==> src/rtl/rx_frame_timer.sv <==
// Bit-timing engine for the serial receive path: after a rising enable it strobes every data,
// parity and stop bit of one frame, then pulses packet_done and holds until enable drops.
module rx_frame_timer #(
  parameter int unsigned PERIOD_BITS   = 14,
  parameter int unsigned SIZE_BITS     = 4,
  parameter bit          CENTER_SAMPLE = 1'b1
) (
  input  logic                   clk,
  input  logic                   n_rst,
  input  logic                   enable_timer,
  input  logic [PERIOD_BITS-1:0] bit_period,
  input  logic [SIZE_BITS-1:0]   data_size,
  input  logic                   parity_en,
  input  logic [1:0]             stop_bits,
  output logic                   shift_enable,
  output logic                   parity_strobe,
  output logic                   stop_strobe,
  output logic                   packet_done,
  output logic                   busy,
  output logic [SIZE_BITS-1:0]   bit_index
);

  localparam int unsigned BW = SIZE_BITS + 2;

  typedef enum logic [2:0] {
    IDLE,
    START,
    DATA,
    PARITY,
    STOP,
    HOLD
  } state_t;

  state_t                 state;
  logic [PERIOD_BITS-1:0] per_q;
  logic [PERIOD_BITS-1:0] cnt;
  logic [SIZE_BITS-1:0]   size_q;
  logic                   par_q;
  logic [1:0]             stop_q;
  logic [BW-1:0]          bit_cnt;
  logic                   en_q;

  logic [PERIOD_BITS-1:0] per_in;
  logic [SIZE_BITS-1:0]   size_in;
  logic [1:0]             stop_in;
  logic [PERIOD_BITS-1:0] start_last;
  logic [PERIOD_BITS-1:0] per_last;
  logic [PERIOD_BITS-1:0] per_pre;
  logic [BW-1:0]          data_last;
  logic [BW-1:0]          stop_last;

  always_comb begin
    per_in  = (bit_period < PERIOD_BITS'(2)) ? PERIOD_BITS'(2) : bit_period;
    size_in = (data_size == '0) ? SIZE_BITS'(1) : data_size;
    stop_in = stop_bits;
    if (stop_bits == 2'd0) begin
      stop_in = 2'd1;
    end else if (stop_bits == 2'd3) begin
      stop_in = 2'd2;
    end
    per_last   = per_q - PERIOD_BITS'(1);
    per_pre    = per_q - PERIOD_BITS'(2);
    start_last = (CENTER_SAMPLE ? (per_q >> 1) : per_q) - PERIOD_BITS'(1);
    data_last  = BW'(size_q) - BW'(1);
    stop_last  = BW'(stop_q) - BW'(1);
  end

  // Strobes are registered one cycle ahead (cnt == P-2) so they appear in the
  // last cycle of each bit period, i.e. while cnt == P-1.
  always_ff @(posedge clk or negedge n_rst) begin
    if (!n_rst) begin
      state         <= IDLE;
      cnt           <= '0;
      bit_cnt       <= '0;
      per_q         <= '0;
      size_q        <= '0;
      par_q         <= 1'b0;
      stop_q        <= '0;
      en_q          <= 1'b1;   // an enable level held across reset is not a start
      shift_enable  <= 1'b0;
      parity_strobe <= 1'b0;
      stop_strobe   <= 1'b0;
      packet_done   <= 1'b0;
      busy          <= 1'b0;
      bit_index     <= '0;
    end else begin
      en_q          <= enable_timer;
      shift_enable  <= 1'b0;
      parity_strobe <= 1'b0;
      stop_strobe   <= 1'b0;
      packet_done   <= 1'b0;
      bit_index     <= '0;
      if (state != IDLE && !enable_timer) begin
        state   <= IDLE;
        cnt     <= '0;
        bit_cnt <= '0;
        busy    <= 1'b0;
      end else begin
        case (state)
          IDLE: begin
            if (enable_timer && !en_q) begin
              per_q   <= per_in;
              size_q  <= size_in;
              par_q   <= parity_en;
              stop_q  <= stop_in;
              cnt     <= '0;
              bit_cnt <= '0;
              busy    <= 1'b1;
              state   <= START;
            end
          end
          START: begin
            if (cnt == start_last) begin
              cnt   <= '0;
              state <= DATA;
            end else begin
              cnt <= cnt + PERIOD_BITS'(1);
            end
          end
          DATA, PARITY, STOP: begin
            if (cnt == per_pre) begin
              if (state == DATA) begin
                shift_enable <= 1'b1;
                bit_index    <= bit_cnt[SIZE_BITS-1:0];
              end else if (state == PARITY) begin
                parity_strobe <= 1'b1;
              end else begin
                stop_strobe <= 1'b1;
                packet_done <= (bit_cnt == stop_last);
              end
            end
            if (cnt == per_last) begin
              cnt <= '0;
              if (state == DATA) begin
                if (bit_cnt == data_last) begin
                  bit_cnt <= '0;
                  state   <= par_q ? PARITY : STOP;
                end else begin
                  bit_cnt <= bit_cnt + BW'(1);
                end
              end else if (state == PARITY) begin
                bit_cnt <= '0;
                state   <= STOP;
              end else if (bit_cnt == stop_last) begin
                bit_cnt <= '0;
                busy    <= 1'b0;
                state   <= HOLD;
              end else begin
                bit_cnt <= bit_cnt + BW'(1);
              end
            end else begin
              cnt <= cnt + PERIOD_BITS'(1);
            end
          end
          HOLD: begin
            state <= HOLD;
          end
          default: begin
            state <= IDLE;
          end
        endcase
      end
    end
  end

endmodule

==> config.mk <==
export PLATFORM = sky130hd
export DESIGN_NAME = rx_frame_timer
export DESIGN_NICKNAME = d
export VERILOG_FILES = /design/src/rtl/rx_frame_timer.sv
export SDC_FILE = /design/constraint.sdc
export NUM_CORES = 1
export LEC_CHECK = 0
export ABC_AREA = 1
export ABC_CLOCK_PERIOD_IN_PS = 2600
export CORE_MARGIN = 2
export CORE_UTILIZATION = 45
export CTS_CLUSTER_DIAMETER = 40
export DETAILED_ROUTE_END_ITERATION = 10
export PLACE_DENSITY = 0.64
export SLEW_MARGIN = 10
export SYNTH_ARGS = -nofsm -noshare
export SYNTH_HDL_FRONTEND = slang
export SYNTH_SLANG_ARGS = --single-unit
==> constraint.sdc <==
create_clock -name clk -period 2.6 [get_ports clk]
set_input_delay 0.65 -clock clk [delete_from_list [all_inputs] [get_ports clk]]
set_output_delay 0.65 -clock clk [all_outputs]
set_load 0.02 [all_outputs]
## Word-level counts from Yosys, hierarchy flattened

Index checks and enable logic that the tools add are counted.

- Register bits after elaboration: 54
- Bits of input ports: 24
- Output and inout port bits: 9

- $add $sub $neg: 7
- Magnitude comparators: 1
- Eq/ne operators: 19
- Multiplexer cells: 57
- Bitwise logic cells: 1
- Reductions and logical operators: 16

Operators with widths:

| operator | number |
|---|---|
| 14-bit 2-to-1 mux | 5 |
| 14-bit equality test | 3 |
| 6-bit 2-to-1 mux | 7 |
| 14-bit case mux with 3 select lines | 1 |
| 3-bit 2-to-1 mux | 9 |
| 1-bit 2-to-1 mux | 25 |
| 4-bit 2-to-1 mux | 5 |
| 3-bit != test, second input constant | 6 |
| 14-bit by 1-bit adder with 14-bit output, second input constant | 1 |
| 14-bit by 2-bit less-than comparator with 1-bit output, second input constant | 1 |
| 13-bit by 1-bit subtractor with 14-bit output, second input constant | 1 |
| 14-bit by 1-bit subtractor with 14-bit output, second input constant | 1 |
| 14-bit by 2-bit subtractor with 14-bit output, second input constant | 1 |
| 6-bit equality test | 2 |
| 3-bit case mux with 4 select lines | 1 |
| 6-bit case mux with 2 select lines | 1 |
| 6-bit by 1-bit adder with 6-bit output, second input constant | 1 |
| 3-bit by 2-bit equality test with 1-bit output, second input constant | 2 |
| 3-bit equality test, second input constant | 2 |
| 3-bit AND reduction | 2 |
| 6-bit AND reduction | 1 |
| 3-bit nonzero test | 2 |
| 5-bit != test, second input constant | 1 |
| 5-bit AND reduction | 1 |
| other kinds (16) | 19 |

## Depth between registers and ports, before layout

Gate-level depths: netlist of the first run.

- Depth after elaboration: 8
- Mapped depth: 18
- Gate-level depth less buffers: 17

## Least setup slack after synthesis of the first run

No wires, ideal clock.

- Path type: flip-flop to flip-flop
- Start point: reg per_q[1]
- End point: reg cnt[0]
- Setup time: 0.118 ns
- Data arrival time: 1.970 ns
- Data required time: 2.482 ns
- Path slack: 0.512 ns
- Cell stages (with the launch flop): 19
- Path buffers: 1
- Clock period less this slack: 2.088 ns
- Cells stage by stage: dfrtp_1 -> inv_1 -> ha_1 -> inv_2 -> nor2_2 -> nand2_1 -> nor2_2 -> nand2_1 -> nand2_1 -> nand2_1 -> nor2_1 -> nand2_1 -> nor2_2 -> nand2_2 -> nand2_1 -> nand2_2 -> buf_6 -> nand3_1 -> nand2_1

- Longest elaborated chain between the ends: 5
- Elaborated cells on any way between the ends: 8

RTL lines:

| what | RTL line | RTL |
|---|---|---|
| from (decl) | 35 | `logic [PERIOD_BITS-1:0] per_q;` |
| from (signal assigned) | 102 | `per_q <= per_in;` |
| 14-bit by 1-bit subtractor with 14-bit output / 13-bit by 1-bit subtractor with 14-bit output (equally long branches) | 61, 63 |  |
| 14-bit equality test (on tied branches) | 132, 113 |  |
| 14-bit 2-to-1 mux (on tied branches) | 132, 113 |  |
| 14-bit case mux with 3 select lines * | 99 | `case (state)` |
| 14-bit 2-to-1 mux * | 93 | `if (state != IDLE && !enable_timer) begin` |
| to (signal assigned) | 117 | `cnt <= cnt + PERIOD_BITS'(1);` |
| to (signal assigned) | 152 | `cnt <= cnt + PERIOD_BITS'(1);` |
| to (decl) | 36 | `logic [PERIOD_BITS-1:0] cnt;` |

Every way passes the cells marked *; elsewhere a longest branch is shown, timed or not.
A chain may end at the register's enable or synchronous reset.

## Final worst setup path of the first run

- Start point: reg per_q[1]
- End point: reg cnt[5]

Same word-level chain as after synthesis.

==> results of run 1 <==
## final cells by class
type,instances,area share
clock buffer,5,0.0148
clock inverter,3,0.00537
inverter,83,0.0669
multi-input combinational,482,0.508
sequential,54,0.290
tap,108,0.0290
timing repair buffer,40,0.0854
## worst paths after layout
path                       slack [ps]     end
setup reg to reg                  280  cnt[5]
hold / removal                    320  cnt[0]
hold reg to reg                   490    busy
min in group clk                  490    busy
setup / recovery                  280  cnt[5]
max in group asynchronous        1640    en_q
## layer usage
metal | wire, um | track usage
met2 | 4250 | 0.325
met3 | 502 | 0.0288
met4 | 81 | 0.0358
met1 | 5280 | 0.335
met5 | 0 | 0
## metrics by stage
step	setup slack (ps)	hold slack [ps]	std cells	area (um^2)
floorplan	512	354	633	4090
global placement	110	475	767	4550
detailed placement	55.4	468	767	4550
CTS	97.5	343	775	4640
global route	21.7	358	775	4660
finish	279	324	775	4660
## cell families (layout without fill, tap and decap cells)
family          Yosys count  in the layout  synth area share
fa+ha+maj                 6              6            0.0184
xor+xnor                 33             33            0.0707
compound gates           62             62            0.0796
buf+inv                  97            131            0.0934
simple gates            381            381             0.407
flops                    54             54             0.331
## flip-flops by register name (all words and copies together) (netlist names)
name and count:
busy 1, shift_enable 1, stop_strobe 1, par_q 1, size_q 4, stop_q 2
bit_index 4, parity_strobe 1, per_q 14, cnt 14, state 3, en_q 1
bit_cnt 6, packet_done 1
## what timing repair did
item	in CTS	in global routing
gates resized for setup	0	4
buffers inserted	0	0
endpoints found under the setup margin	0	27
## report_power, final
part	leakage [nW]	switching (mW)	internal, mW
clock network	0.0447	0.306	0.195
logic	1.56	1.58	0.902
registers	0.709	0.340	1.04
total	2.31	2.23	2.14
## layout by cell type, fill, tap and decap left out, drive strengths merged
cell,Yosys,final
nand4,9,9
nor4,7,7
o21a,1,1
xnor2,10,10
nand3,59,59
dfstp,1,1
o22ai,1,1
clkbuf,8,5
a21oi,8,8
nand2,222,222
inv,83,84
dfrtp,53,53
a31oi,3,3
nand3b,1,1
clkdlybuf4s50,0,30
or2,3,3
nor3,9,9
ha,6,6
clkinvlp,0,1
o21ai,49,49
xor2,23,23
buf,6,10
clkinv,0,1
nor2,71,71
## critical path, stage by stage (launching register included)
cell and delay [ps]:
dfrtp_1 410, inv_2 140, ha_2 270, inv_2 50
nor2_2 120, nand2_1 120, nor2_2 150, nand2_1 60
nand2_1 60, nand2_1 60, nor2_1 100, nand2_1 70
nor2_2 100, nand2_2 100, nand2_1 120, nand2_4 130
nand2_1 80, o21ai_0 80
==> reports/metrics.csv, run 1 <==
metric,value,unit
outcome,finished clean,
Worst EP arrival,2520,ps
number of synthesized flops with an enable pin,0,
post-synthesis cell area,4090,um^2
Slew HR,0.607,
final core occ,0.531,
Boundary Pins,33,
Antenna Nets Post-Route,0,
Post-Syn Instances,633,
initial antenna violation count,0,
most instantiated library cell after synthesis,nand2_1,
CP Capture Type,flip-flop,
final hold violation count,0,
clk buf depth,2,
crit start category,flip-flop,
vias in the first global route,3585,
fin crit period,2320,ps
routed len/inst,13.1,um
initial drt markers,248,
Synth warnings,0,
# DRC,0,
H-tree Lvls,2,
register bit count reported by yosys,54,
total number of vias,3973,
# setup viols final,0,
CTS tree,built,
HP Class,in2async,
clk_skew,9.11,ps
largest net degree at the start of global routing,33,
FF+latch area,1350,um^2
clk_lat worst skew,320,ps
diode count,0,
die area,9860,um^2
R2R depth,17,
RSZ-0062 raised after global routing,false,
Leak Pwr,2.31,nW
Async SR Flop Fraction,1.00,
vias per cell,5.13,
most instantiated cells after synthesis,"211 x nand2_1, 79 x inv_1, 58 x nand3_1, 58 x nor2_1, 53 x dfrtp_1",
total CTS buffers,5,
DRT Wirelength,10100,um
Port-buffer cells,31,
ys flop type,dfrtp_1,
max cap viols,0,
Synth cell types,33,
clk sink count,54,
Die Span Y,99.3,um
setup TNS,0,ps
Final Net Count,696,
post-synthesis sequential area ratio,0.331,
Total GRT Usage,0.216,
Mean Syn Cell Area,6.45,um^2
area of the multi-input gates,2370,um^2
number of fill cells in the layout,898,
Crit Path Class,reg2reg,
first-pass GRT wire length,17200,um
CP startpoint,per_q[1],
layout cells sized above 1,0.0810,
"top cells by area, synth","dfrtp_1 32%, nand2_1 19%, inv_1 7.3%",
clk root buf,clkbuf_8,
area share of the largest cell type after synthesis,0.325,
syn_nets,663,
Pins Over Slew Limit,0,
Power Dens Cells,937,nW/um^2
clock-pin transition on the worst setup and hold timing paths,110,ps
pin slew with the least headroom to its limit,590,ps
Worst Path Max Fanout,14,
f_max,0.431,GHz
gpl congestion,0.941,
Rows,34,
fin crit share,0.893,
CP required,2800,ps
"area leader, netlist",dfrtp_1,
Die Wd,99.3,um
Design Power,4.37,mW
starting density of the core,0.466,
HPWL after DPL,8030,um
CORE AREA,8760,um^2
Synth-to-Final Area Change,14.0,%
Hold Buf Count CTS,0,
grt ovf,0,
Pre-antenna DRT Iters,5,
maximum vdd drop,0.349,mV
Reg-to-Reg Start,per_q[1],
Note: power is estimated with default switching activity, not from simulation.
==> inputs of run 2 (changes only) <==
PLACE_DENSITY = default   (was 0.64)
PLACE_DENSITY_LB_ADDON = 0.15   (was default)
==> run 2 against run 1 <==
  * Total power up 3.0%
  * Sequential power hardly changed
  * Largest cell class unchanged
  * Worst hold slack better by 18 ps
  * Clock-buffer cell count unchanged
  * Design area is 0.86% higher
  * Routed wire length is 1.9% higher
==> reports/metrics.csv, run 2 (synthesized netlist as in run 1, its figures left out) <==
metric,value,unit,change
H-tree Lvls,2,,unchanged
dpl cells,768,,+0.13%
Crit path buffers/inverters,3,,+1
number of fill cells in the layout,887,,-1.2%
critical path's slowest cell,dfrtp_1,,
diode count,0,,unchanged
routed len/inst,13.3,um,+1.8%
cell mode on critical path,nand2_1,,
clk root buf,clkbuf_8,,
die area,9860,um^2,unchanged
Die Span Y,99.3,um,unchanged
CP cell instances,inv_1 -> ha_1 -> nand2_1 -> nor2_2 -> inv_2 -> nand2_1 -> inv_1 -> nor2_1 -> nand3_1 -> nor2_1 -> nand2_2 -> nand2_1 -> nand2_4 -> nand2_1 -> o21ai_0,,
CP required,2800,ps,about the same
setup TNS,0,ps,unchanged
Port-buffer cells,31,,unchanged
Power Dens Cells,957,nW/um^2,+2.1%
fin crit period,2300,ps,-16.9 ps
post-place setup slack,99.3,ps,+43.9 ps
gpl congestion,0.896,,-4.8%
R2R Setup Slk,300,ps,+20 ps
# DRC,0,,unchanged
first-pass GRT wire length,17500,um,+1.8%
R2R depth,15,,-2
starting density of the core,0.466,,unchanged
clk_lat worst skew,320,ps,about the same
Synth-to-Final Area Change,15.0,%,
busiest grt layer,met2,,
Final WS setup,296,ps,+16.9 ps
maximum vdd drop,0.479,mV,+37%
clk sink count,54,,unchanged
vias per cell,5.19,,+1.2%
Die Wd,99.3,um,unchanged
Crit Path Class,reg2reg,,
HPWL after DPL,8200,um,+2.2%
vias in the first global route,3732,,+4.1%
Reg-to-Reg Start,per_q[1],,
total CTS buffers,5,,unchanged
post-route cell area,4700,um^2,+0.86%
Antenna Nets Post-Route,0,,unchanged
# setup viols final,0,,unchanged
initial drt markers,217,,-13%
CORE AREA,8760,um^2,unchanged
fin crit share,0.886,,-0.00651
Design Power,4.49,mW,+3.0%
final core occ,0.536,,+0.00457
total number of vias,4024,,+1.3%
RSZ-0062 raised after global routing,false,,
Final Net Count,697,,+0.14%
placed cell areas,4560,um^2,+0.17%
Boundary Pins,33,,unchanged
outcome,finished clean,,
max cap viols,0,,unchanged
Worst EP arrival,2500,ps,-20 ps
met1 Usage GRT,0.331,,-0.00414
f_max,0.434,GHz,+0.73%
Hold Buf Count CTS,0,,unchanged
clk buf depth,2,,unchanged
final hold violation count,0,,unchanged
Final Non-Filler Cells,776,,+0.13%
HP Class,in2async,,
clk_skew,8.64,ps,-0.470 ps
clock-pin transition on the worst setup and hold timing paths,100,ps,about the same
grt ovf,0,,unchanged
GR Layer Usage met2,0.339,,+0.0140
CTS tree,built,,
pin slew with the least headroom to its limit,651,ps,+61.0 ps
Rows,34,,unchanged
layout cells sized above 1,0.0808,,-0.000121
CP Capture Type,flip-flop,,
Top Registers,"cnt x14, per_q x14, bit_cnt x6",,
Pre-antenna DRT Iters,5,,unchanged
CP top delay family,simple AND/OR/NAND/NOR gates,,
Slowest Stage Delay on Critical Path,400,ps,about the same
initial antenna violation count,0,,unchanged
Hold Slack,343,ps,+18.3 ps
Leak Pwr,2.34,nW,+0.95%
DRT Wirelength,10300,um,+1.9%
Worst Path Max Fanout,14,,unchanged
met3 Use GR,0.0281,,-0.000703
largest net degree at the start of global routing,31,,-6.1%
Total GRT Usage,0.219,,+0.00303
crit start category,flip-flop,,
"most common cell after layout, fill and taps aside",nand2_1,,
Pins Over Slew Limit,0,,unchanged
reg2reg end,cnt[7],,
Slew HR,0.566,,-0.0407
"commonest non-fill, non-tap cells in the layout","211 x nand2_1, 79 x inv_1, 58 x nor2_1, 58 x nand3_1, 53 x dfrtp_1",,
run 2: power breakdown:
| part | switching (mW) | leakage (nW) | internal (mW) |
|---|---|---|---|
| combinational | 1.60 | 1.57 | 0.923 |
| clock | 0.305 | 0.0587 | 0.293 |
| sequential | 0.330 | 0.709 | 1.04 |
run 2: how the worst max path moves through the flow:
| stage | startpoint | to | cells past startpoint |
|---|---|---|---|
| floorplan | per_q[1] | cnt[0] | 18 |
| global placement | enable_timer | bit_index[0] | 11 |
| detailed placement | enable_timer | bit_index[2] | 11 |
| CTS | per_q[2] | cnt[7] | 17 |
| global route | per_q[1] | busy | 17 |
| finish | per_q[1] | cnt[7] | 15 |
run 2: final cells by class:
type	instances	area, um^2	area share
Tap cell	108	135	0.0288
Timing Repair Buffer	41	405	0.0863
Clock inverter	3	47.5	0.0101
Multi-Input combinational cell	482	2380	0.506
Clock buffer	5	68.8	0.0147
Sequential cell	54	1350	0.288
Inverter	83	312	0.0663
run 2: routing by layer:
metal  part of all wire  up-vias  routed length, um
li1                   -     2057                  -
met5                  0        -                  0
met1               0.52     1856               5380
met4              0.011        0                116
met2               0.42       95               4370
met3              0.042       16                436
run 2: timing repair:
item / CTS / global route
endpoints found under the setup margin: 0 / 20
resized for setup: 0 / 4
buffers inserted: 0 / 0
endpoints found under the hold margin: 0 / 0
